===== config.mk =====
export PLATFORM = sky130hd
export DESIGN_NAME = bus_initiator_tx
export DESIGN_NICKNAME = d
export VERILOG_FILES = /design/src/rtl/bus_initiator_tx.sv
export SDC_FILE = /design/constraint.sdc
export NUM_CORES = 1
export LEC_CHECK = 0
export ABC_AREA = 1
export BUFFER_PORTS_ARGS = -buffer_cell sky130_fd_sc_hd__clkbuf_2
export CORE_MARGIN = 3
export CORE_UTILIZATION = 60
export CTS_BUF_LIST = sky130_fd_sc_hd__clkbuf_8
export DETAILED_ROUTE_END_ITERATION = 8
export GPL_ROUTABILITY_DRIVEN = 1
export PLACE_DENSITY = 0.91
export SLEW_MARGIN = 20
export SYNTH_ARGS = -nofsm -noshare
export SYNTH_HDL_FRONTEND = slang
export SYNTH_SLANG_ARGS = --single-unit

===== constraint.sdc =====
create_clock -name clk -period 2.5 [get_ports clk]
set_clock_uncertainty 0.05 [all_clocks]
set_input_delay 0.25 -clock clk [delete_from_list [all_inputs] [get_ports clk]]
set_output_delay 0.25 -clock clk [all_outputs]
set_load 0.02 [all_outputs]

===== src/rtl/bus_initiator_tx.sv =====
// Initiator-side serialiser: shifts a 16-bit address and an optional 8-bit write byte onto
// the 1-bit bus LSB first, or collects an 8-bit serial read reply with a silence timeout.
module bus_initiator_tx #(
   parameter int unsigned ADDR_WIDTH = 16,
   parameter int unsigned DATA_WIDTH = 8,
   parameter int unsigned RD_TIMEOUT = 32
) (
   input  logic                  clk,
   input  logic                  rst_n,
   input  logic                  req_valid,
   output logic                  req_ready,
   input  logic [ADDR_WIDTH-1:0] req_addr,
   input  logic [DATA_WIDTH-1:0] req_wdata,
   input  logic                  req_rw,
   output logic                  bus_data_out,
   output logic                  bus_data_out_valid,
   output logic                  bus_mode,
   output logic                  bus_rw,
   input  logic                  bus_rdata_in,
   input  logic                  bus_rdata_in_valid,
   output logic                  done,
   output logic [DATA_WIDTH-1:0] rdata,
   output logic                  timeout_err
);

   localparam int unsigned AIDX = $clog2(ADDR_WIDTH);
   localparam int unsigned DIDX = $clog2(DATA_WIDTH);

   typedef enum logic [2:0] {IDLE, ADDR, WDATA, RWAIT, RDATA, GAP} state_t;

   state_t                state, state_nx;
   logic [ADDR_WIDTH-1:0] addr_q, addr_nx;
   logic [DATA_WIDTH-1:0] wdata_q, wdata_nx;
   logic                  rw_q, rw_nx;
   logic [4:0]            cnt, cnt_nx;
   logic [DIDX-1:0]       rcnt, rcnt_nx;
   logic [7:0]            tcnt, tcnt_nx;
   logic [DATA_WIDTH-1:0] shift_q, shift_nx;
   logic [DATA_WIDTH-1:0] rdata_nx;
   logic                  terr_nx;
   logic                  ready_nx, valid_nx, mode_nx, brw_nx, bit_nx, done_nx;

   always_ff @(posedge clk or negedge rst_n) begin
      if (!rst_n) begin
         state              <= IDLE;
         addr_q             <= '0;
         wdata_q            <= '0;
         rw_q               <= 1'b0;
         cnt                <= '0;
         rcnt               <= '0;
         tcnt               <= '0;
         shift_q            <= '0;
         rdata              <= '0;
         timeout_err        <= 1'b0;
         req_ready          <= 1'b1;
         bus_data_out       <= 1'b0;
         bus_data_out_valid <= 1'b0;
         bus_mode           <= 1'b0;
         bus_rw             <= 1'b0;
         done               <= 1'b0;
      end else begin
         state              <= state_nx;
         addr_q             <= addr_nx;
         wdata_q            <= wdata_nx;
         rw_q               <= rw_nx;
         cnt                <= cnt_nx;
         rcnt               <= rcnt_nx;
         tcnt               <= tcnt_nx;
         shift_q            <= shift_nx;
         rdata              <= rdata_nx;
         timeout_err        <= terr_nx;
         req_ready          <= ready_nx;
         bus_data_out       <= bit_nx;
         bus_data_out_valid <= valid_nx;
         bus_mode           <= mode_nx;
         bus_rw             <= brw_nx;
         done               <= done_nx;
      end
   end

   always_comb begin
      state_nx = state;
      addr_nx  = addr_q;
      wdata_nx = wdata_q;
      rw_nx    = rw_q;
      cnt_nx   = cnt;
      rcnt_nx  = rcnt;
      tcnt_nx  = tcnt;
      shift_nx = shift_q;
      rdata_nx = rdata;
      terr_nx  = timeout_err;

      unique case (state)
         IDLE: begin
            if (req_valid && req_ready) begin
               addr_nx  = req_addr;
               wdata_nx = req_wdata;
               rw_nx    = req_rw;
               cnt_nx   = '0;
               state_nx = ADDR;
            end
         end
         ADDR: begin
            if (cnt == 5'(ADDR_WIDTH - 1)) begin
               cnt_nx   = '0;
               rcnt_nx  = '0;
               tcnt_nx  = '0;
               shift_nx = '0;
               state_nx = rw_q ? WDATA : RWAIT;
            end else begin
               cnt_nx = cnt + 5'd1;
            end
         end
         WDATA: begin
            if (cnt == 5'(DATA_WIDTH - 1)) begin
               cnt_nx   = '0;
               terr_nx  = 1'b0;
               state_nx = GAP;
            end else begin
               cnt_nx = cnt + 5'd1;
            end
         end
         RWAIT, RDATA: begin
            // An arriving bit takes priority over an expiring timeout in the same cycle
            if (bus_rdata_in_valid) begin
               shift_nx[rcnt] = bus_rdata_in;
               rcnt_nx        = rcnt + 1'b1;
               tcnt_nx        = '0;
               state_nx       = RDATA;
               if (rcnt == DIDX'(DATA_WIDTH - 1)) begin
                  rdata_nx = shift_nx;
                  terr_nx  = 1'b0;
                  state_nx = GAP;
               end
            end else if (tcnt >= 8'(RD_TIMEOUT - 1)) begin
               tcnt_nx  = 8'(RD_TIMEOUT);
               rdata_nx = '0;
               terr_nx  = 1'b1;
               state_nx = GAP;
            end else begin
               tcnt_nx = tcnt + 8'd1;
            end
         end
         GAP:     state_nx = IDLE;
         default: state_nx = IDLE;
      endcase

      // Outputs are registered, so they are derived from the state being entered
      ready_nx = (state_nx == IDLE);
      valid_nx = (state_nx == ADDR) || (state_nx == WDATA);
      mode_nx  = (state_nx == WDATA) || (state_nx == RWAIT) || (state_nx == RDATA);
      brw_nx   = valid_nx && rw_nx;
      done_nx  = (state_nx == GAP);
      bit_nx   = 1'b0;
      if (state_nx == ADDR)
         bit_nx = addr_nx[cnt_nx[AIDX-1:0]];
      else if (state_nx == WDATA)
         bit_nx = wdata_nx[cnt_nx[DIDX-1:0]];
   end

endmodule


==> reports/qor.txt <==
Flops & latches, synth: 67
DR vias: 2976
Clock buffer depth: 2
Worst path cell trace: ha_1 -> nand2_1 -> nor2_1 -> ha_1 -> inv_1 -> nand3_1 -> nand3_2 -> inv_1 -> nand3_1 -> nand3_1 -> nand2_1 -> nand2_1 -> nand3_1 -> nand2_1
Layout overhead on the synthesized area: 13.6%
CP arrival: 2.43 ns
Num ports: 45
Clock sinks: 67
Detail-routed via count per cell: 5.47
Worst R2R Setup Slack: 0.25 ns
R2r worst-path depth: 14
Setup ws final: 0.250 ns
Overflow after GRT: 0
Residual DRC: 0
# Max-Cap Violations: 0
Worst hold slack: 0.132 ns
Post-layout util: 73.1%
Clock transition at the registers of the reported paths: 0.07 ns
Hold Crit Start: req_addr[8]
RSZ-0062 raised after global routing: no
Comb power frac: 47.7%
Die area: 6630 um^2
Int Pwr: 2.73 mW
DIE WIDTH: 81.5 um
Row Count: 26
NetSw: 2.21 mW
Fin crit share: 90.0%
Worst-path fanout max: 8
Rel. slew slack: 53.2%
Port Buffers: 44
ANT nets after route: 0
All-Layer GR Usage: 24.2%
Critical path class: flip-flop to flip-flop
Worst Max-Slew Pin Slew: 0.702 ns
Worst hold path class: primary input to flip-flop
# nets final: 507
Share of cells above drive strength 1: 18.4%
Worst VDD drop: 0.755 mV
Post-synthesis cell count: 423
Diodes inserted: 0
Clock share of power: 16.0%
First-pass GRT wire length: 12300 um
Status: complete, no violations
Fmax: 0.444 GHz
Hold endpoint: addr_q[8]$_DFF_PN0_
Setup TNS: 0 ns
Number of global-route vias before repair: 2786
Crit path max-delay family: simple AND/OR/NAND/NOR gates
FF-to-FF End: bus_data_out$_DFF_PN0_
Sw frac: 44.8%
GP Congestion: 0.930
CORE AREA: 5300 um^2
Flop pwr share: 36.3%
FF-to-FF Start: cnt[0]$_DFF_PN0_
Mapped Nets: 459
WP data required: 2.68 ns
Leak: 2.03 nW
TritonCTS Buffers: 9
Dpl ws: 0.241 ns
Root Driver: clkbuf_8
Final Hold Vio Count: 0
CP max stage delay: 0.45 ns
Starting Density: 64.4%
Fin. max-slew vios: 0
Die height: 81.5 um
PwrDens: 1270 nW/um^2
Largest net degree at the start of global routing: 41
Post-CTS setup buffers: 0
Pre-Repair DR Iteration Count: 5
Post-detail-place hpwl: 5410 um
Routed length per instance: 13.8 um
Syn avg cell area: 8.08 um^2
# setup viols final: 0
Synth unique cells: 37
Ys Warns: 0
Post-synthesis sequential area ratio: 49.1%
# H-tree levels: 3
Worst Hold Depth: 3
CP startpoint: cnt[0]$_DFF_PN0_
Synthesized cell area: 3420 um^2
Final min period: 2.25 ns
Drt total wl: 7490 um
Overall power: 4.94 mW
Worst Setup Start Kind: flip-flop
Worst skew pair latency: 0.34 ns
CP Capture Type: flip-flop
FILL cells: 399
Initial antenna violation count: 0
DR iter-0 viols: 271
CTS tree: yes
Worst path bufs/invs: 2
Slowest CP cell: dfrtp_2
flip-flops by register name (all words and copies together) (netlist names), 3 cells and up:
register,cells
addr_q,16
rdata,8
shift_q,8
tcnt,8
wdata_q,8
cnt,5
rcnt,3
state,3
worst max-delay path by stage:
stage                             endpoint  cells after the start
floorplan           bus_data_out$_DFF_PN0_                     15
global placement          bus_rw$_DFF_PN0_                     12
detailed placement  bus_data_out$_DFF_PN0_                     15
CTS                 bus_data_out$_DFF_PN0_                     15
global route              bus_rw$_DFF_PN0_                     12
finish              bus_data_out$_DFF_PN0_                     14
per-layer routing:
layer	wire (um)	GRT usage [%]
met1	3430	33.8
met2	3500	37.1
met3	414	3.51
met4	148	11.8
met5	0	0
worst reg2reg max path: cells and delay by family (launching register included):
kind	cells	cell delay [ns]
DFF	1	0.45
and+or+nand+nor	10	0.95
adders and majority gates	2	0.41
buffers and inverters	2	0.27
cell families (layout without fill, tap and decap cells):
family	after synthesis	count (layout)	synth area share, %
AO/OA/AOI/OAI	71	71	11.9
XOR/XNOR	4	4	1.03
adder cells (fa/ha/maj)	6	6	2.20
buffers and inverters	102	153	11.8
flip-flops	67	67	49.1
AND/OR/NAND/NOR	173	173	24.0
per-stage QoR:
step / instance area, um^2 / instances
2_1_floorplan: 3420 / 423
3_3_place_gp: 3700 / 529
3_5_place_dp: 3700 / 529
4_1_cts: 3870 / 544
5_1_grt: 3880 / 544
6_report: 3880 / 544
cell usage after synthesis:
| master | number | area [um^2] |
|---|---|---|
| inv_1 | 86 | 323 |
| nand2_1 | 80 | 300 |
| dfrtp_1 | 66 | 1650 |
| nand3_1 | 37 | 185 |
| o21ai_0 | 36 | 180 |
| nor2_1 | 18 | 67.6 |
| nand4_1 | 9 | 56.3 |
| nor3_1 | 8 | 40.0 |
| o211ai_1 | 8 | 60.1 |
| a21oi_1 | 7 | 35.0 |
| o22ai_1 | 7 | 43.8 |
| ha_1 | 6 | 75.1 |
| o21ai_1 | 6 | 30.0 |
| clkbuf_1 | 5 | 18.8 |
| or2_2 | 5 | 31.3 |
| inv_2 | 4 | 15.0 |
| nand3_2 | 3 | 30.0 |
| o31ai_1 | 3 | 22.5 |
| or2_0 | 3 | 18.8 |
| buf_2 | 2 | 10.0 |
| buf_4 | 2 | 15.0 |
| nand2_2 | 2 | 12.5 |
| nand2_4 | 2 | 22.5 |
| nor2_2 | 2 | 12.5 |
| o21ai_2 | 2 | 17.5 |
| xnor2_1 | 2 | 17.5 |
| xor2_1 | 2 | 17.5 |
| a21oi_2 | 1 | 8.76 |
| a22o_1 | 1 | 8.76 |
| buf_6 | 1 | 11.3 |
| clkbuf_2 | 1 | 5.00 |
| clkinv_1 | 1 | 3.75 |
| dfstp_2 | 1 | 26.3 |
| nand3_4 | 1 | 17.5 |
| nor2_4 | 1 | 11.3 |
| nor3b_1 | 1 | 7.51 |
| nor4_1 | 1 | 6.26 |
power groups by stage:
stage | Sequential (mW) | Clock (mW) | Combinational [mW]
after floorplan | 1.82 | 0 | 1.70
final | 1.80 | 0.788 | 2.36
after global routing | 1.84 | 0.844 | 2.65
after detailed placement | 1.80 | 0 | 2.30
after global placement | 1.78 | 0 | 2.19
after CTS | 1.79 | 0.793 | 2.33
layout make-up:
class                   instances  area, um^2  area share (%)
clock buffers                  11         151            3.90
inverters                      91         342            8.81
well taps                      70        87.6            2.26
flip-flops and latches         67        1680            43.3
multi-input cells             254        1340            34.5
clock inverters                 3        15.0           0.387
repair buffers                 48         265            6.84
cells in the final DEF (no fill, tap or decap), drive strengths merged, types with 2 or more instances in the layout:
cell / n
o211ai: 8
dfrtp: 66
nand3: 41
a21oi: 8
o21ai: 44
o31ai: 3
xor2: 2
ha: 6
or2: 8
xnor2: 2
o22ai: 7
clkbuf: 55
clkinv: 4
nand4: 9
nand2: 84
nor2: 21
buf: 3
nor3: 8
inv: 90
what timing repair did:
action	in CTS	in global routing
endpoints found under the hold margin	26	0
resized for setup	0	3
setup endpoints to repair	0	2
hold buffers	1	0
Power figures use the tool's default switching activity.
